[config.mk]
export PLATFORM = sky130hd
export DESIGN_NAME = counter
export DESIGN_NICKNAME = d
export VERILOG_FILES = /design/src/rtl/pwm_pkg.sv /design/src/rtl/prescaler_tick.sv /design/src/rtl/counter.sv
export SDC_FILE = /design/constraint.sdc
export NUM_CORES = 1
export LEC_CHECK = 0
export CAP_MARGIN = 20
export CORE_MARGIN = 2
export CORE_UTILIZATION = 49
export DETAILED_ROUTE_END_ITERATION = 8
export GPL_ROUTABILITY_DRIVEN = 1
export PLACE_DENSITY = 0.74
export SLEW_MARGIN = 20
export SYNTH_ARGS = -nofsm -noshare
export SYNTH_HDL_FRONTEND = slang
export SYNTH_SLANG_ARGS = --single-unit
[constraint.sdc]
create_clock -name clk -period 3.05 [get_ports clk]
set_clock_uncertainty 0.2 [all_clocks]
set_input_delay 0.4575 -clock clk [delete_from_list [all_inputs] [get_ports clk]]
set_output_delay 0.4575 -clock clk [all_outputs]
set_load 0.03 [all_outputs]
[src/rtl/pwm_pkg.sv]
// Shared PWM definitions: datapath widths and types used by the register file,
// the timebase counter and the PWM compare stage.
package pwm_pkg;

  localparam int CNT_W = 16;
  localparam int PSC_W = 8;

  typedef logic [CNT_W-1:0] cnt_t;
  typedef logic [PSC_W-1:0] psc_t;

  typedef enum logic {
    DIR_DOWN = 1'b0,
    DIR_UP   = 1'b1
  } dir_e;

endpackage

[src/rtl/prescaler_tick.sv]
// Enable-gated clock divider: emits a one-cycle tick every prescale+1 enabled cycles.
module prescaler_tick #(
  parameter int PSC_W = pwm_pkg::PSC_W
) (
  input  logic             clk,
  input  logic             rst,
  input  logic             en,
  input  logic             count_reset,
  input  logic [PSC_W-1:0] prescale,
  output logic             tick
);

  logic [PSC_W-1:0] psc_cnt_q;
  logic [PSC_W-1:0] psc_cnt_d;

  // The >= compare makes a lowered prescale fire on the next enabled edge.
  assign tick = en && !count_reset && (psc_cnt_q >= prescale);

  always_comb begin
    psc_cnt_d = psc_cnt_q;
    if (count_reset) begin
      psc_cnt_d = '0;
    end else if (tick) begin
      psc_cnt_d = '0;
    end else if (en) begin
      psc_cnt_d = psc_cnt_q + PSC_W'(1);
    end
  end

  always_ff @(posedge clk or posedge rst) begin
    if (rst) begin
      psc_cnt_q <= '0;
    end else begin
      psc_cnt_q <= psc_cnt_d;
    end
  end

endmodule

[src/rtl/counter.sv]
// Programmable up/down timebase for the PWM generator; counts between 0 and period
// on each prescaler tick and flags every wrap with a registered one-cycle pulse.
module counter #(
  parameter int CNT_W = pwm_pkg::CNT_W,
  parameter int PSC_W = pwm_pkg::PSC_W
) (
  input  logic             clk,
  input  logic             rst,
  input  logic             en,
  input  logic             count_reset,
  input  logic             upnotdown,
  input  logic [CNT_W-1:0] period,
  input  logic [PSC_W-1:0] prescale,
  output logic [CNT_W-1:0] counter_val,
  output logic             wrap
);

  import pwm_pkg::*;

  logic             tick;
  dir_e             dir;
  logic [CNT_W-1:0] cnt_q;
  logic [CNT_W-1:0] cnt_d;
  logic             wrap_q;
  logic             wrap_d;

  assign dir = dir_e'(upnotdown);

  prescaler_tick #(
    .PSC_W(PSC_W)
  ) u_prescaler (
    .clk        (clk),
    .rst        (rst),
    .en         (en),
    .count_reset(count_reset),
    .prescale   (prescale),
    .tick       (tick)
  );

  // Up mode uses >= so a period lowered below the count wraps instead of overflowing;
  // down mode simply keeps decrementing until it reaches 0.
  always_comb begin
    cnt_d  = cnt_q;
    wrap_d = 1'b0;
    if (count_reset) begin
      cnt_d = '0;
    end else if (tick) begin
      if (dir == DIR_UP) begin
        if (cnt_q >= period) begin
          cnt_d  = '0;
          wrap_d = 1'b1;
        end else begin
          cnt_d = cnt_q + CNT_W'(1);
        end
      end else begin
        if (cnt_q == '0) begin
          cnt_d  = period;
          wrap_d = 1'b1;
        end else begin
          cnt_d = cnt_q - CNT_W'(1);
        end
      end
    end
  end

  always_ff @(posedge clk or posedge rst) begin
    if (rst) begin
      cnt_q  <= '0;
      wrap_q <= 1'b0;
    end else begin
      cnt_q  <= cnt_d;
      wrap_q <= wrap_d;
    end
  end

  assign counter_val = cnt_q;
  assign wrap        = wrap_q;

endmodule

==> flow_summary.json, run 1 <==
{
  "yosys-mux-area-fraction": 0.0148,
  "numCtsBuffers": 3,
  "start_kind": "input port",
  "comb_power_share": 0.222,
  "ys_seq_area_frac": 0.231,
  "power_frac_seq": 0.472,
  "place.gp.congestion": 0.986,
  "cts.htree.levels": 1,
  "netlist_instances": 357,
  "antenna_found_initial": 0,
  "power.share.switching": 0.285,
  "synth-seq-cells": 25,
  "vdd_drop_max_v": 0.000178,
  "viasPerCell": 5.92,
  "grt_pass1_wl_mm": 12.9,
  "vias": 2977,
  "critical_path.endpoint_type": "flop",
  "setup_ws_ns": 0.0218,
  "hold_class": "input port to async pin",
  "criticalPathCategory": "input port to flop",
  "period_share": 0.993,
  "grt_use_met2": 0.454,
  "fin_crit_ns": 3.03,
  "ioPinCount": 46,
  "dp_hpwl_mm": 5.85,
  "totalPowerFinal_w": 0.000711,
  "p_per_area_nw_per_um2": 194,
  "p_clk_frac": 0.306,
  "synth_top_family_by_area": "simple AND/OR/NAND/NOR gates",
  "area_growth_pct": 35.6,
  "cap_violations": 0,
  "syn_avg_cell_area_sq_um": 7.59,
  "postCtsSetupRepairBufs": 0,
  "grt-ovfl-total": 0,
  "synth_fa_ha_area_frac": 0.129,
  "max_freq_mhz": 330,
  "status": "finished clean",
  "synth_simple_gate_area_frac": 0.269,
  "coreArea_sq_um": 5410,
  "reg2reg_depth": 7,
  "synth_edf_count": 0,
  "synth_cell_types": 53,
  "synth.top_cell.area_share": 0.231,
  "use_met1": 0.344,
  "clock_latency_ns": 0.29,
  "dieArea_sq_um": 6140,
  "drtIter0Drc": 248,
  "die_height_um": 78.4,
  "path_max_fanout": 3,
  "cts.sinks": 25,
  "synth_compound_area_frac": 0.224,
  "crit-reg2reg-launch": "counter_val[13]",
  "ant_nets": 0,
  "yosys_warnings": 0,
  "worstPathArrival_ns": 3.02,
  "synth_fp_nets": 414,
  "setup-violations-final": 0,
  "use_met3": 0.0264,
  "cts_root_buf": "clkbuf_8",
  "p_int_w": 0.000509,
  "p_leak_nw": 1.73,
  "rows": 27,
  "grt_pass1_vias": 2737,
  "synthXorXnorAreaFrac": 0.0485,
  "clockBufferDepth": 2,
  "ys_async_sr_fraction": 1.00,
  "grt-busiest-layer": "met2",
  "wire_per_inst_um": 15.5,
  "initial_core_util": 0.501,
  "dr.pass1.iters": 5,
  "slew_viol_final": 0,
  "preCtsSetupSlack_ns": -0.384,
  "rrSetupSlack_ns": 0.15,
  "drc": 0,
  "drt_wl_total_mm": 7.79,
  "final_util": 0.679,
  "worstPathRequired_ns": 3.04,
  "grtUsageTotal": 0.261,
  "die_width_um": 78.4,
  "nets": 489,
  "cts_tree": "yes",
  "finalHoldViolCount": 0,
  "synth_area_leaders": "dfrtp_1 (23%), ha_1 (13%), nand2_1 (5.0%)",
  "num_antenna_cells": 0,
  "synth.cell_area_sq_um": 2710,
  "synth_area_leader_cell": "dfrtp_1",
  "drive_gt1_frac": 0.183,
  "relSlewSlack": 0.583,
  "r2r_end": "counter_val[6]",
  "synth_top_flop_cell": "dfrtp_1",
  "p_switching_w": 0.000202,
  "worst_pin_slew_ns": 0.620,
  "portBuffers": 45,
  "grt_max_degree": 26,
  "path_clk_slew_ns": 0.11
}
placed cells by master, fill, tap and decap left out, types with 5 or more instances in the layout:
cell type	instances
clkdlybuf4s50_1	41
nor4_1	6
dfrtp_1	25
and2_1	5
nand2_1	36
o21ai_0	13
a21oi_1	15
buf_4	48
xor2_1	7
nand2b_1	5
a211oi_1	5
nand3_1	23
ha_1	23
nor2b_1	5
nor3_1	8
o211ai_1	11
nor2_1	27
nand4_1	9
ha_4	5
xnor2_1	8
a22oi_1	5
a21o_1	5
inv_1	28
final cells by class:
cell class / count / area, sq um
Clock inverter: 1 / 7.51
Sequential cell: 25 / 626
Inverter: 32 / 120
Fill cell: 444 / 1730
Timing Repair Buffer: 94 / 841
Clock buffer: 3 / 41.3
Tap cell: 72 / 90.1
Multi-Input combinational cell: 276 / 1950
power groups by stage:
stage | Clock (W) | Combinational [W] | Sequential, W
final | 0.000217 | 0.000158 | 0.000336
after global routing | 0.000232 | 0.000175 | 0.000336
after CTS | 0.000223 | 0.000153 | 0.000336
after detailed placement | 0 | 0.000151 | 0.000342
after global placement | 0 | 0.000148 | 0.000342
after floorplan | 0 | 0.0000718 | 0.000343
flip-flops by register name, indices dropped and copies added, names as in the netlist:
name                   cells
wrap                       1
counter_val               16
u_prescaler.psc_cnt_q      8
what timing repair did:
action	in CTS	in global routing
resized for setup	1	18
pin swaps	2	4
gates cloned	0	0
hold buffers	0	0
setup endpoints to repair	6	4
worst max path at each step:
stage | startpoint | endpoint | slack (ns) | cells after the start
finish | period[9] | counter_val[6] | 0.02 | 9
global route | period[9] | counter_val[6] | -0.02 | 9
CTS | period[13] | counter_val[6] | 0.03 | 9
detailed placement | period[13] | counter_val[6] | -0.38 | 9
global placement | period[13] | counter_val[6] | -0.36 | 9
floorplan | counter_val[0] | counter_val[6] | 0.02 | 9
logic make-up (layout without fill, tap and decap cells):
group	after synthesis	after routing
simple gates	144	144
compound gates	85	85
buf+inv	56	130
fa+ha+maj	28	28
flops	25	25
xor+xnor	15	15
mux	4	4
through the flow:
step	cell area, sq um	cells	setup TNS, ns	hold WS, ns
2_1_floorplan	2710	357	0	0.285
3_3_place_gp	3520	499	-3.37	0.350
3_5_place_dp	3520	499	-3.70	0.368
4_1_cts	3580	503	0	0.345
5_1_grt	3670	503	-0.0221	0.362
6_report	3670	503	0	0.323
Yosys cell counts, drive strengths merged, types with 9 or more instances:
cell    number
dfrtp       25
nand3       23
a21oi       17
ha          28
nor3         9
nand2       36
o21ai       13
nor2        27
nand4        9
clkbuf      15
inv         31
o211ai      11
buf          9
critical path: stages:
cell and delay [ns]:
clkdlybuf4s50_1 0.49, inv_1 0.08, ha_4 0.24, a21oi_2 0.12
nor3_1 0.06, a2111o_1 0.45, or4_4 0.56, or4_4 0.48
o211ai_1 0.09
per-layer routing:
metal | routed length (um) | up-vias
met1 | 3340 | 1397
li1 | - | 1438
met2 | 3840 | 126
met5 | 0 | -
met4 | 135 | 0
met3 | 477 | 16
No activity file was read; power rests on OpenSTA's default activity.
==> run 2: changes to the inputs <==
--- a/config.mk
+++ b/config.mk
@@ -6,7 +6,7 @@
 export NUM_CORES = 1
 export LEC_CHECK = 0
 export CAP_MARGIN = 20
-export CORE_MARGIN = 2
+export CORE_MARGIN = 5
 export CORE_UTILIZATION = 49
 export DETAILED_ROUTE_END_ITERATION = 8
 export GPL_ROUTABILITY_DRIVEN = 1
==> run 2 against run 1 <==
Net effect:
- die area increased by 16%
- first-iteration DRC count decreased by 33%
- final cell count increased by 0.40%
- sequential share of layout area increased by 0.28 points
- worst setup slack improved by 0.055 ns
- clock power about the same
- sequential cell count unchanged
- sequential power about the same
- via count decreased by 1.8%
- largest cell class unchanged
- highest routed layer unchanged
==> flow_summary.json, run 2 (synthesis gave the netlist of run 1 again) <==
{
  "status": "finished clean",
  "cts.htree.levels": 1,
  "worst_pin_slew_ns": 0.560,
  "slowest_delay_ns": 0.51,
  "ant_nets": 0,
  "fin_tns_setup_ns": 0,
  "drtIter0Drc": 165,
  "holdBufCountCts": 0,
  "grt_pass1_wl_mm": 13.2,
  "cts_tree": "yes",
  "path_common_cell": "or4_4",
  "wire_per_inst_um": 15.4,
  "final_cell_mix": "buf_4 (51), clkdlybuf4s50_1 (43), nand2_1 (36)",
  "worstPathArrival_ns": 2.97,
  "slowest_stage": "or4_4",
  "start_kind": "input port",
  "place.gp.congestion": 0.887,
  "path_clk_slew_ns": 0.10,
  "final_area_sq_um": 3610,
  "reg2reg_depth": 9,
  "coreArea_sq_um": 5440,
  "die_width_um": 84.4,
  "dpl_cell_area_sq_um": 3520,
  "dp_hpwl_mm": 6.08,
  "timing.critical_path.from": "period[14]",
  "num_antenna_cells": 0,
  "grt-ovfl-total": 0,
  "setup-violations-final": 0,
  "dieArea_sq_um": 7110,
  "drt_wl_total_mm": 7.78,
  "crit_buf_inv": 2,
  "postCtsSetupRepairBufs": 0,
  "layout_commonest_cell": "buf_4",
  "grtUsageTotal": 0.219,
  "p_per_area_nw_per_um2": 196,
  "rows": 27,
  "crit-reg2reg-launch": "counter_val[0]",
  "path_max_fanout": 3,
  "critical_path.endpoint": "counter_val[6]",
  "criticalPathCategory": "input port to flop",
  "viasPerCell": 5.79,
  "cts_root_buf": "clkbuf_8",
  "hold_class": "input port to async pin",
  "finalHoldViolCount": 0,
  "grt_max_degree": 26,
  "crit_family": "simple AND/OR/NAND/NOR gates",
  "vias": 2922,
  "p_leak_nw": 1.72,
  "cp_cell_sequence": "clkdlybuf4s50_1, inv_1, ha_1, nand4_1, nor3_1, a2111o_1, or4_4, or4_4, o211ai_1",
  "ioPinCount": 46,
  "nets": 491,
  "die_height_um": 84.4,
  "cts.sinks": 25,
  "antenna_found_initial": 0,
  "vdd_drop_max_v": 0.000162,
  "rrSetupSlack_ns": 0.23,
  "grt_pass1_vias": 2855,
  "slew_viol_final": 0,
  "largest_reg_flops": 16,
  "clock_latency_ns": 0.27,
  "clockBufferDepth": 2,
  "initial_core_util": 0.498,
  "drive_gt1_frac": 0.164,
  "relSlewSlack": 0.623,
  "portBuffers": 45,
  "critical_path.endpoint_type": "flop",
  "numCtsBuffers": 3,
  "worstPathRequired_ns": 3.05,
  "r2r_end": "counter_val[6]",
  "cap_violations": 0,
  "max_freq_mhz": 336,
  "drc": 0,
  "dr.pass1.iters": 4,
  "path_depth": 9,
  "fin_crit_ns": 2.97,
  "area_growth_pct": 33.3,
  "period_share": 0.975
}
## run 2: timing repair
| action | CTS | global route |
|---|---|---|
| gates resized for setup | 0 | 9 |
| endpoints found under the setup margin | 5 | 17 |
| pin swaps | 3 | 2 |
## run 2: per-stage QoR
step / utilization / hold WS (ns) / instances / setup slack (ns) / total power (W)
3_5_place_dp: 0.648 / 0.370 / 501 / -0.391 / 0.000496
5_1_grt: 0.664 / 0.411 / 505 / -0.0149 / 0.000743
4_1_cts: 0.656 / 0.361 / 505 / 0.00722 / 0.000705
6_report: 0.664 / 0.347 / 505 / 0.0768 / 0.000708
2_1_floorplan: - / 0.285 / 357 / 0.0229 / 0.000414
3_3_place_gp: 0.648 / 0.357 / 501 / -0.361 / 0.000493
## run 2: how the worst min path moves through the flow
stage | from | end | slack (ns) | cells past startpoint
after CTS | rst | u_prescaler.psc_cnt_q[7] | 0.36 | 3
after global routing | rst | counter_val[2] | 0.41 | 3
final | rst | u_prescaler.psc_cnt_q[7] | 0.35 | 3
after floorplan | rst | counter_val[0] | 0.28 | 1
after global placement | u_prescaler.psc_cnt_q[7] | u_prescaler.psc_cnt_q[7] | 0.36 | 2
after detailed placement | u_prescaler.psc_cnt_q[0] | u_prescaler.psc_cnt_q[0] | 0.37 | 2
## run 2: where the power goes
group,internal (W),switching (W),total (W),leakage (nW)
registers,0.000334,0.00000237,0.000336,0.348
logic,0.0000827,0.0000731,0.000156,1.35
clock network,0.0000938,0.000123,0.000216,0.0228
## run 2: layout make-up
cell class / count / area [sq um]
well taps: 72 / 90.1
repair buffers: 96 / 838
flip-flops and latches: 25 / 626
clock buffers: 4 / 45.0
inverters: 32 / 120
fillers: 493 / 1830
multi-input cells: 276 / 1890
## run 2: layer usage
layer / track usage / part of all wire / vias up
met5: 0 / 0 / -
met2: 0.387 / 0.50 / 98
met1: 0.283 / 0.43 / 1374
met4: 0.0518 / 0.016 / 0
li1: - / - / 1436
met3: 0.0285 / 0.057 / 14
## run 2: worst min-delay path: cells and delay by family
kind | cells | cell delay (ns)
buffers and inverters | 3 | 0.78
